**src/rtl/fp_add_arbiter.sv**
```systemverilog
// fp_add_arbiter: round-robin scheduler sharing one external combinational
// 32-bit adder among N_REQ operand requesters. A granted operand pair is
// registered into an ISSUE stage that drives the adder. The adder result is
// then captured, tagged with the requester ID, into a RSP stage.
//
// Ports:
//   i_clk, i_rst_n            clock (rising edge), async active-low reset
//   i_req_vld/a/b             per-requester operand pairs, 32-bit slots packed LSB-first
//   o_req_rdy                 one-hot grant (combinational, gated by reset)
//   o_add_a/b, o_add_vld      ISSUE stage contents driven to the adder
//   i_add_res/_vld/_ovf       adder result, result valid and overflow flag
//   o_rsp_vld/id/res/ovf      RSP stage contents
//   i_rsp_rdy                 response consumer ready
//   o_err                     sticky flag: adder result missing while an op is issued
module fp_add_arbiter #(
  parameter int unsigned N_REQ = 4,
  parameter int unsigned ID_W  = $clog2(N_REQ)
) (
  input  logic                  i_clk,
  input  logic                  i_rst_n,
  input  logic [N_REQ-1:0]      i_req_vld,
  input  logic [32*N_REQ-1:0]   i_req_a,
  input  logic [32*N_REQ-1:0]   i_req_b,
  output logic [N_REQ-1:0]      o_req_rdy,
  output logic [31:0]           o_add_a,
  output logic [31:0]           o_add_b,
  output logic                  o_add_vld,
  input  logic [31:0]           i_add_res,
  input  logic                  i_add_res_vld,
  input  logic                  i_add_ovf,
  output logic                  o_rsp_vld,
  output logic [ID_W-1:0]       o_rsp_id,
  output logic [31:0]           o_rsp_res,
  output logic                  o_rsp_ovf,
  input  logic                  i_rsp_rdy,
  output logic                  o_err
);

  localparam int unsigned DW = 32;

  // Pipeline registers
  logic [DW-1:0]   r_iss_a;
  logic [DW-1:0]   r_iss_b;
  logic [ID_W-1:0] r_iss_id;
  logic            r_iss_vld;
  logic [DW-1:0]   r_rsp_res;
  logic            r_rsp_ovf;
  logic [ID_W-1:0] r_rsp_id;
  logic            r_rsp_vld;
  logic [ID_W-1:0] r_rr_ptr;
  logic            r_err;

  logic            w_rsp_free;
  logic            w_iss_free;
  logic            w_found;
  logic [ID_W-1:0] w_gnt_id;
  logic [N_REQ-1:0] w_gnt;
  logic            w_hs;
  logic [DW-1:0]   w_a_arr [N_REQ];
  logic [DW-1:0]   w_b_arr [N_REQ];

  // Modulo-N_REQ wrap for a sum of two values each below N_REQ
  function automatic int unsigned f_wrap(input int unsigned v);
    return (v >= N_REQ) ? (v - N_REQ) : v;
  endfunction

  // Unpack operand slots
  for (genvar k = 0; k < N_REQ; k++) begin : g_unpack
    assign w_a_arr[k] = i_req_a[DW*k +: DW];
    assign w_b_arr[k] = i_req_b[DW*k +: DW];
  end

  assign w_rsp_free = !r_rsp_vld || i_rsp_rdy;
  assign w_iss_free = !r_iss_vld || w_rsp_free;

  // Round-robin search starting at r_rr_ptr
  always_comb begin
    w_found  = 1'b0;
    w_gnt_id = '0;
    for (int unsigned i = 0; i < N_REQ; i++) begin
      if (!w_found && i_req_vld[ID_W'(f_wrap(32'(r_rr_ptr) + i))]) begin
        w_found  = 1'b1;
        w_gnt_id = ID_W'(f_wrap(32'(r_rr_ptr) + i));
      end
    end
    w_gnt = w_found ? (N_REQ'(1) << w_gnt_id) : '0;
  end

  // Grants are suppressed while the ISSUE stage cannot accept or reset is held
  assign o_req_rdy = w_gnt & {N_REQ{w_iss_free & i_rst_n}};
  assign w_hs      = w_found & w_iss_free & i_rst_n;

  // ISSUE/RSP pipeline, round-robin pointer and sticky error
  always_ff @(posedge i_clk or negedge i_rst_n) begin
    if (!i_rst_n) begin
      r_iss_a   <= '0;
      r_iss_b   <= '0;
      r_iss_id  <= '0;
      r_iss_vld <= 1'b0;
      r_rsp_res <= '0;
      r_rsp_ovf <= 1'b0;
      r_rsp_id  <= '0;
      r_rsp_vld <= 1'b0;
      r_rr_ptr  <= '0;
      r_err     <= 1'b0;
    end else begin
      if (w_hs) begin
        r_iss_a   <= w_a_arr[w_gnt_id];
        r_iss_b   <= w_b_arr[w_gnt_id];
        r_iss_id  <= w_gnt_id;
        r_iss_vld <= 1'b1;
        r_rr_ptr  <= (w_gnt_id == ID_W'(N_REQ - 1)) ? '0 : (w_gnt_id + ID_W'(1));
      end else if (w_rsp_free) begin
        r_iss_vld <= 1'b0;
      end

      if (r_iss_vld && w_rsp_free) begin
        r_rsp_res <= i_add_res;
        r_rsp_ovf <= i_add_ovf;
        r_rsp_id  <= r_iss_id;
        r_rsp_vld <= 1'b1;
      end else if (i_rsp_rdy) begin
        r_rsp_vld <= 1'b0;
      end

      if (r_iss_vld && !i_add_res_vld) begin
        r_err <= 1'b1;
      end
    end
  end

  assign o_add_a   = r_iss_a;
  assign o_add_b   = r_iss_b;
  assign o_add_vld = r_iss_vld;
  assign o_rsp_vld = r_rsp_vld;
  assign o_rsp_id  = r_rsp_id;
  assign o_rsp_res = r_rsp_res;
  assign o_rsp_ovf = r_rsp_ovf;
  assign o_err     = r_err;

endmodule

```
**config.mk**
```make
export PLATFORM = sky130hd
export DESIGN_NAME = fp_add_arbiter
export DESIGN_NICKNAME = d
export VERILOG_FILES = /design/src/rtl/fp_add_arbiter.sv
export SDC_FILE = /design/constraint.sdc
export NUM_CORES = 1
export LEC_CHECK = 0
export ABC_CLOCK_PERIOD_IN_PS = 2300
export CAP_MARGIN = 20
export CORE_AREA = 2 2 155 157
export CTS_CLUSTER_DIAMETER = 200
export DETAILED_ROUTE_END_ITERATION = 7
export DIE_AREA = 0 0 157 159
export PLACE_DENSITY_LB_ADDON = 0.25
export SLEW_MARGIN = 20
export SYNTH_ARGS = -nofsm -noshare
export SYNTH_HDL_FRONTEND = slang
export SYNTH_SLANG_ARGS = --single-unit
```
**constraint.sdc**
```tcl
create_clock -name i_clk -period 2.3 [get_ports i_clk]
set_input_delay 0.46 -clock i_clk [delete_from_list [all_inputs] [get_ports i_clk]]
set_output_delay 0.46 -clock i_clk [all_outputs]
set_load 0.01 [all_outputs]
```
==> summary.txt <==
Routing
  – DRT iter0 DRCs: 146
  – Detail Route Antenna Nets: 0
  – DRC errors left: 0
  – Avg WL per Cell: 18.0 microns
  – Wirelength, routed: 21.7 mm
  – Vias per cell: 4.53
  – Vias: 5454
  – Drt pass-1 iters: 5

Placed design
  – HPWL after DPL: 16.4 mm
  – Dpl cell area: 10100 sq um
  – # port buffers: 402
  – Placed Cells: 1187
  – Final GP Congestion: 0.768

Synth
  – Yosys top cell area share: 46.0%
  – Mapped cell area: 5770 sq um
  – Sequential fraction of the synthesis area: 46.0%
  – Warnings from Yosys: 0
  – Largest area contributor in the netlist: dfrtp_1
  – Mean post-synth cell area: 12.1 sq um
  – Post-Synthesis Cells: 477
  – Seq cells post-synth: 106
  – Synth area leaders: dfrtp_1 46%, mux2i_1 22%, o221ai_1 9.7%
  – Count of cell types in the netlist: 26
  – Syn_nets: 775

Pwr
  – Power after layout: 9.24 mW
  – Maximum vdd ir drop: 389 uV
  – P_sw: 3.23 mW
  – Internal: 6.01 mW
  – Sequential cell fraction of total power: 31.4%
  – Power density over cell area: 880 nW/um^2
  – Sw frac: 34.9%
  – Leak: 4.40 nW
  – Logic pwr share: 50.7%
  – Clk pwr share: 17.9%

Clock tree
  – TritonCTS buffer count: 9
  – Hold-fix buffers at CTS: 0
  – Worst skew pair latency: 370 ps
  – CTS sink count: 106
  – CTS tree: built
  – Clock Path Buffers: 2
  – Clk pin slew, worst setup/hold paths: 90 ps
  – Root Driver: clkbuf_16
  – Htree depth: 3

Die
  – Die Ht: 159 microns
  – Num rows: 56
  – Die X: 157 microns
  – Core Area: 23200 sq um
  – Die footprint: 25000 sq um
  – Top Ports: 403
  – Initial Utilization: 24.9%

Global route
  – Initial antenna violation count: 0
  – GRT Util Overall: 16.8%
  – Pin count of the biggest net entering global routing: 59
  – Overflow after GRT: 0
  – First-pass GRT wire length: 32.4 mm
  – Number of global-route vias before repair: 5592

Timing
  – Slew Viols, Final: 0
  – Slew HR: 48.2%
  – Maximum clock rate: 451 MHz
  – Period minus WS final: 2220 ps
  – Unrepaired setup endpoints after global routing: false
  – Fin. Hold Viols: 0
  – Layout Skew: 9.82 ps
  – Worst Max-Slew Pin Slew: 777 ps
  – Final worst-path cycle share: 96.3%
  – # setup viols final: 0
  – Hold WS: 223 ps

Cells and area
  – Fin cells: 1205
  – Design Area, Final: 10500 sq um
  – Antenna fix cells: 0
  – Layout cells sized above 1: 7.56%
  – Synth-to-layout area growth: 81.8%
  – Nets: 1179
  – Final Core Density: 45.2%

Critical path
  – Worst Path Buf+Inv: 2
  – CP max FO: 4
  – Worst-path cell chain: nand2b_4 -> a21oi_4 -> a211oi_2 -> buf_4 -> nand2b_2 -> nor2_2 -> buf_2
  – Crit Path Class: reg -> out
  – Slowest stage cell on the critical path: dfrtp_2
  – WP data required: 1840 ps
  – Type of origin of the critical path: flip-flop
  – Max incr delay on CP: 450 ps
  – Delay-heaviest family, CP: simple AND/OR/NAND/NOR gates
  – Setup crit end kind: output pin
  – WP data arrival: 1760 ps

Run
  – Max cap viols: 0

Run status
  – Outcome: completed

Hold path
  – Worst min path class: in -> async
-- sequential cells by signal (all words and copies together), names as in the netlist --
signal,cells
o_add_a,32
o_add_b,32
o_rsp_vld,1
o_rsp_ovf,1
o_rsp_res,32
o_rsp_id,2
r_rr_ptr,2
o_err,1
r_iss_id,2
o_add_vld,1
-- layout make-up --
cell class | count | area (sq um)
flip-flops and latches | 106 | 2660
well taps | 319 | 399
fillers | 2234 | 12700
inverters | 5 | 18.8
clock buffers | 9 | 225
multi-input cells | 326 | 2740
clock inverters | 7 | 88.8
repair buffers | 433 | 4360
-- synthesized netlist by cell type --
cell      instances
a211oi_2          1
a21o_1            2
a21oi_1           4
and2_1            1
buf_12            9
buf_2            13
buf_4             1
buf_6             3
bufbuf_8          5
clkbuf_1          9
dfrtp_1         106
ha_1              1
inv_1             4
inv_2             1
mux2_1           35
mux2i_1         128
nand2_1          74
nand2b_1          5
nand2b_2          1
nor2_1            4
nor2b_1           1
o21ai_1           1
o221ai_1         64
o22a_1            1
o22ai_1           2
o41ai_2           1
-- metrics by stage --
| step | setup TNS [ps] | worst slack, ps |
|---|---|---|
| global placement | -24380 | -522 |
| global route | 0 | 2.52 |
| detailed placement | -26590 | -591 |
| finish | 0 | 84.1 |
| CTS | 0 | 26.9 |
| floorplan | 0 | 242 |
-- cell families (layout without fill, tap and decap cells) --
group                    Yosys count  after routing  synth area share (%)
adder cells (fa/ha/maj)            1              1                 0.217
multiplexers                     163            163                  29.0
buffers and inverters             45            454                  7.50
flip-flops                       106            106                  46.0
AND/OR/NAND/NOR                   86             86                  5.99
AO/OA/AOI/OAI                     76             76                  11.3
-- power by group through the flow --
| stage | Clock [mW] | Combinational (mW) | Sequential (mW) |
|---|---|---|---|
| 3_3_place_gp | 0 | 4.68 | 2.90 |
| 6_report | 1.66 | 4.68 | 2.90 |
| 2_1_floorplan | 0 | 2.10 | 3.22 |
| 5_1_grt | 1.82 | 5.00 | 2.99 |
| 3_5_place_dp | 0 | 4.70 | 2.93 |
| 4_1_cts | 1.74 | 4.70 | 2.90 |
-- cell usage in the layout, fill, tap and decap left out, drive strengths merged, types with 4 or more instances in the layout --
| master | n |
|---|---|
| a21oi | 4 |
| buf | 35 |
| clkbuf | 9 |
| clkdlybuf4s50 | 393 |
| dfrtp | 106 |
| dlygate4sd2 | 4 |
| inv | 9 |
| mux2 | 35 |
| mux2i | 128 |
| nand2 | 74 |
| nand2b | 6 |
| nor2 | 4 |
| o221ai | 64 |
-- per-layer routing --
metal | up-vias | global-route usage, % | part of all wire [%]
li1 | 2597 | - | -
met1 | 2610 | 19.4 | 39
met2 | 225 | 29.9 | 51
met3 | 22 | 4.49 | 7.8
met4 | 0 | 4.96 | 2.0
met5 | - | 0 | 0
-- worst reg2reg max path: cells and delay by family (launching register included) --
family,cells,cell delay (ps)
compound gates,4,640
buf+inv,3,570
flops,1,450
mux,1,290
-- final timing paths --
kind / start / to / slack, ps / cells past startpoint
worst min register to register: o_err / o_err / 470 / 1
worst max register to register: r_rr_ptr[1] / o_add_a[21] / 220 / 8
worst min-delay path: i_rst_n / o_rsp_res[12] / 220 / 2
max in group asynchronous: i_rst_n / r_rr_ptr[0] / 820 / 3
min in group i_clk: i_rst_n / o_add_vld / 460 / 4
worst max-delay path: r_rr_ptr[0] / o_req_rdy[0] / 80 / 7
-- repair_timing --
action | CTS | global route
pin swaps | 3 | 3
gates resized for setup | 24 | 5
setup endpoints to repair | 34 | 4
cloned | 0 | 0
setup buffers | 0 | 2
(Power assumes the default switching activity.)
==> RTL change 1: new RTL, same flow settings <==
Reset style: synchronous (`i_rst_n`), changed in one clocked block. Comments in the files are not updated.
--- a/src/rtl/fp_add_arbiter.sv
+++ b/src/rtl/fp_add_arbiter.sv
@@ -91,7 +91,7 @@
   assign w_hs      = w_found & w_iss_free & i_rst_n;
 
   // ISSUE/RSP pipeline, round-robin pointer and sticky error
-  always_ff @(posedge i_clk or negedge i_rst_n) begin
+  always_ff @(posedge i_clk) begin
     if (!i_rst_n) begin
       r_iss_a   <= '0;
       r_iss_b   <= '0;
Function: differs if i_rst_n is asserted again (counterexample within 4 cycles, from zero or initial values and one cycle with i_rst_n low); with i_rst_n held inactive, the same outputs for 4 cycles.
==> RTL change 1 against the unedited design <==
Area after synthesis fell by 2.5%. Final cell count rose by 12%. Via count rose by 17%. Routed wire length rose by 13%. Core utilization fell by 0.22 points. Die area did not move. Sequential cell count did not move. Final area fell by 0.49%. Sequential power fell by 21%. Critical path depth did not move. Power fell by 29%. Setup slack got worse by 0.0093 ns.
==> RTL change 1: results (changes against the unedited design) <==
* Outcome: finished, final reports clean (unchanged)
* Nets at 1,321 (was 1,179)
* Worst reg2reg path endpoint: o_add_b[7] (was o_add_a[21])
* Global Route Usage Sum at 18.7% (was 16.8%)
* # fillers at 2,275 (was 2,234)
* Dpl ws at -0.638 ns (was -0.591 ns)
* Synth Net Count at 945 (was 775)
* CP Max Fanout at 6 (was 4)
* CTS max path bufs at 2 (unchanged)
* First-pass GRT wire length at 36,400 µm (was 32,400 µm)
* Top cells by count, synth: 141 x nand2_1, 106 x dfxtp_1, 64 x a221o_1, 64 x nand3_1, 64 x nand4_1 (was 128 x mux2i_1, 106 x dfrtp_1, 74 x nand2_1, 64 x o221ai_1, 35 x mux2_1)
* Initial DRC count at 305 (was 146)
* Total Wirelength at 24,400 µm (was 21,700 µm)
* Largest net degree at the start of global routing at 113 (was 59)
* Met1 GRT Util at 21.6% (was 19.4%)
* Routed via count at 6,392 (was 5,454)
* Met3 usage at 4.65% (was 4.49%)
* Relative slew slack at 44.7% (was 48.2%)
* Number of distinct library cells after synthesis at 31 (was 26)
* GR Util met2 at 33.5% (was 29.9%)
* Global placer's final weighted congestion at 0.764 (was 0.768)
* FF-to-FF setup slack at 0.18 ns (was 0.22 ns)
* Static leakage at 4.18 nW (was 4.40 nW)
* Sequential area share after synthesis at 37.7% (was 46.0%)
* Slowest CP cell: clkdlybuf4s50_1 (was dfrtp_2)
* DP HPWL at 17,800 µm (was 16,400 µm)
* Maximum VDD drop at 0.000269 V (was 0.000389 V)
* Layout Skew at 0.0152 ns (was 0.00982 ns)
* Layout cells sized above 1 at 12.7% (was 7.56%)
* Hold crit path type: flip-flop to flip-flop (was input pin to async pin)
* Drt pass-1 iters at 4 (was 5)
* Asr flop ratio synth at 0% (was 100%)
* Switch Pwr at 2.04 mW (was 3.23 mW)
* Maximum single-stage delay on the critical path at 0.48 ns (was 0.45 ns)
* Worst reg-to-reg path cell count at 7 (was 8)
* R2r startpoint: r_rr_ptr[0] (was r_rr_ptr[1])
* Main area contributors after synthesis: dfxtp_1 38%, a221o_1 11%, nand2_1 9.4% (was dfrtp_1 46%, mux2i_1 22%, o221ai_1 9.7%)
* Synth Flop Type: dfxtp_1 (was dfrtp_1)
-- RTL change 1: worst max path at each step --
stage | start | endpoint | slack (ns) | cells past startpoint
detailed placement | i_req_vld[0] | o_req_rdy[2] | -0.64 | 7
floorplan | i_req_vld[0] | o_req_rdy[2] | 0.09 | 7
global route | r_rr_ptr[1] | o_req_rdy[3] | -0.003 | 6
CTS | i_req_vld[3] | o_req_rdy[1] | 0.02 | 7
finish | i_rsp_rdy | o_req_rdy[0] | 0.07 | 7
global placement | i_req_vld[0] | o_req_rdy[2] | -0.61 | 7
-- RTL change 1: per-stage QoR --
stage	utilization, %	hold slack, ns	total power, mW	instance area [µm²]	cells
after floorplan	-	0.441	3.47	5630	647
after global placement	43.5	0.450	4.90	10100	1329
after detailed placement	43.5	0.457	4.92	10100	1329
after CTS	44.9	0.453	6.67	10400	1345
after global routing	45.0	0.463	6.92	10400	1347
final	45.0	0.461	6.58	10400	1347
-- RTL change 1: cells by family after synthesis --
group                    Yosys count  synth area share (%)
AO/OA/AOI/OAI                    117                  18.3
adder cells (fa/ha/maj)            1                 0.222
buffers and inverters             73                  5.67
flip-flops                       106                  37.7
multiplexers                      64                  14.1
AND/OR/NAND/NOR                  286                  24.0
-- RTL change 1: power by group through the flow --
stage | logic [mW] | clock network [mW] | registers (mW)
2_1_floorplan | 1.03 | 0 | 2.44
3_3_place_gp | 2.59 | 0 | 2.31
3_5_place_dp | 2.60 | 0 | 2.31
4_1_cts | 2.60 | 1.79 | 2.28
5_1_grt | 2.75 | 1.85 | 2.31
6_report | 2.59 | 1.71 | 2.28
-- RTL change 1: worst max-delay path: cells and delay by family --
kind            cells  cell delay [ns]
compound gates      1             0.17
buf+inv             3             0.83
simple gates        3             0.31
-- RTL change 1: routing by layer --
| layer | up-vias | part of all wire [%] | wire length [µm] |
|---|---|---|---|
| met5 | - | 0 | 0 |
| met4 | 0 | 2.3 | 562 |
| met3 | 29 | 7.6 | 1850 |
| met2 | 262 | 50 | 12300 |
| met1 | 2949 | 40 | 9730 |
| li1 | 3152 | - | - |
-- RTL change 1: final cells by class --
type | instances | area [µm²] | share of cell area (%)
well taps | 319 | 399 | 3.82
flip-flops and latches | 106 | 2120 | 20.3
clock inverters | 7 | 95.1 | 0.911
inverters | 3 | 11.3 | 0.108
repair buffers | 435 | 4330 | 41.4
clock buffers | 9 | 225 | 2.16
multi-input cells | 468 | 3260 | 31.2
-- RTL change 1: timing repair --
item | 4_1_cts | 5_1_grt
buffers inserted | 0 | 2
resized for setup | 24 | 16
pin swaps | 2 | 2
setup endpoints to repair | 68 | 67
hold endpoints to repair | 0 | 0
==> RTL change 2: new RTL, same settings <==
Without the edit above. Change the parameter `N_REQ` from 4 to 2.
--- a/src/rtl/fp_add_arbiter.sv
+++ b/src/rtl/fp_add_arbiter.sv
@@ -13,7 +13,7 @@
 //   i_rsp_rdy                 response consumer ready
 //   o_err                     sticky flag: adder result missing while an op is issued
 module fp_add_arbiter #(
-  parameter int unsigned N_REQ = 4,
+  parameter int unsigned N_REQ = 2,
   parameter int unsigned ID_W  = $clog2(N_REQ)
 ) (
   input  logic                  i_clk,
Ports: changed (5 resized); port bits go from 403 to 270. No check against the original RTL was run, so the function may have changed too.
==> RTL change 2 against the unedited design <==
Area after synthesis shrank 23%. Sequential cell count shrank 3. Clock skew grew 0.0013 ns. Routed wire length shrank 28%. Via count shrank 28%. Final area shrank 26%. Global-route usage shrank 4.1 points. Synthesized cell count shrank 30%. Setup slack gained 0.16 ns. Hold slack gained 0.042 ns.
Power is not compared: it rests on default switching activity, and its combinational part moved more than twofold at a synthesized area within 25%.
==> RTL change 2: results (changes against the unedited design) <==
* Outcome: finished, final reports clean (unchanged)
* Worst-margin pin slew at 0.731 ns (was 0.777 ns)
* Clock sink total at 103 (was 106)
* Maximum single-stage delay on the critical path at 0.47 ns (was 0.45 ns)
* Syn Area/Cell at 13.2 µm² (was 12.1 µm²)
* H-tree depth at 3 (unchanged)
* Uppermost layer routed: met4 (unchanged)
* Sequential area share after synthesis at 58.3% (was 46.0%)
* Main area contributors after synthesis: dfrtp_1 58%, a221o_1 12%, a21boi_0 9.2% (was dfrtp_1 46%, mux2i_1 22%, o221ai_1 9.7%)
* Largest net degree at the start of global routing at 56 (was 59)
* GR Util met2 at 21.4% (was 29.9%)
* Dpl ws at -0.0263 ns (was -0.591 ns)
* Post-CTS Resized at 2 (was 24)
* FF-to-FF setup slack at 0.55 ns (was 0.22 ns)
* Met3 usage at 3.84% (was 4.49%)
* Initial DRC count at 203 (was 146)
* Inverters at 2 (was 5)
* ClkCell Share at 3.78% (was 2.99%)
* Worst reg2reg path endpoint: o_add_a[29] (was o_add_a[21])
* Final cell count without fillers at 918 (was 1,205)
* Slowest CP cell: clkdlybuf4s50_1 (was dfrtp_2)
* Clk_lat worst skew at 0.35 ns (was 0.37 ns)
* CP Max Fanout at 3 (was 4)
* Sequential cell area share at 33.2% (was 25.3%)
* Drt pass-1 iters at 4 (was 5)
* WL met1 at 6610 µm (was 8560 µm)
* Multi-input combinational area share at 21.4% (was 26.2%)
* Layout Skew at 0.0111 ns (was 0.00982 ns)
* Number of distinct library cells after synthesis at 20 (was 26)
* Non-clk buf share at 36.3% (was 41.6%)
* # port buffers at 269 (was 402)
* Synth Net Count at 503 (was 775)
* First-pass GRT wire length at 24,500 µm (was 32,400 µm)
* Multi-In Gates at 198 (was 326)
* Crit path DAT at 1.60 ns (was 1.76 ns)
* WL met2 at 7540 µm (was 11,000 µm)
* Post-CTS Repair Setup Buffers at 0 (unchanged)
* Placed cells at 903 (was 1,187)
* Top cells by count, synth: 103 x dfrtp_1, 54 x a21boi_0, 54 x a221o_1, 34 x mux2_2, 16 x clkbuf_1 (was 128 x mux2i_1, 106 x dfrtp_1, 74 x nand2_1, 64 x o221ai_1, 35 x mux2_1)
* DR vias/cell at 4.30 (was 4.53)
* Global placer's final weighted congestion at 0.724 (was 0.768)
* Nets at 762 (was 1,179)
* Signal buffers at 281 (was 433)
* R2r startpoint: o_add_vld (was r_rr_ptr[1])
* Met3 wire len at 1230 µm (was 1700 µm)
* Met1 GRT Util at 15.4% (was 19.4%)
* # fillers at 2,278 (was 2,234)
* Layout cells sized above 1 at 11.0% (was 7.56%)
* Worst reg-to-reg path cell count at 4 (was 8)
* Global Route Usage Sum at 12.6% (was 16.8%)
* Clock slew at reported path FFs at 0.07 ns (was 0.09 ns)
* Area growth syn-to-layout at 75.4% (was 81.8%)
* Dpl cell area at 7460 µm² (was 10,100 µm²)
RTL change 2: cell families after synthesis:
family	synth area share, %
compound gates	25.8
mux	8.66
buf+inv	4.16
flops	58.3
simple gates	3.14
RTL change 2: power groups by stage:
stage,registers (mW),logic (mW),clock network (mW)
global route,2.48,2.29,1.73
finish,2.42,2.12,1.57
CTS,2.43,2.16,1.66
detailed placement,2.46,2.16,0
floorplan,2.63,0.629,0
global placement,2.45,2.14,0
RTL change 2: worst max-delay path by stage:
stage | from | to | slack, ns | cells past startpoint
detailed placement | i_rsp_rdy | o_req_rdy[1] | -0.03 | 4
finish | i_rsp_rdy | o_req_rdy[1] | 0.24 | 4
global route | i_rsp_rdy | o_req_rdy[1] | 0.19 | 4
floorplan | i_rsp_rdy | o_req_rdy[0] | 0.72 | 3
CTS | i_rsp_rdy | o_req_rdy[1] | 0.23 | 4
global placement | i_rsp_rdy | o_req_rdy[0] | -0.03 | 4
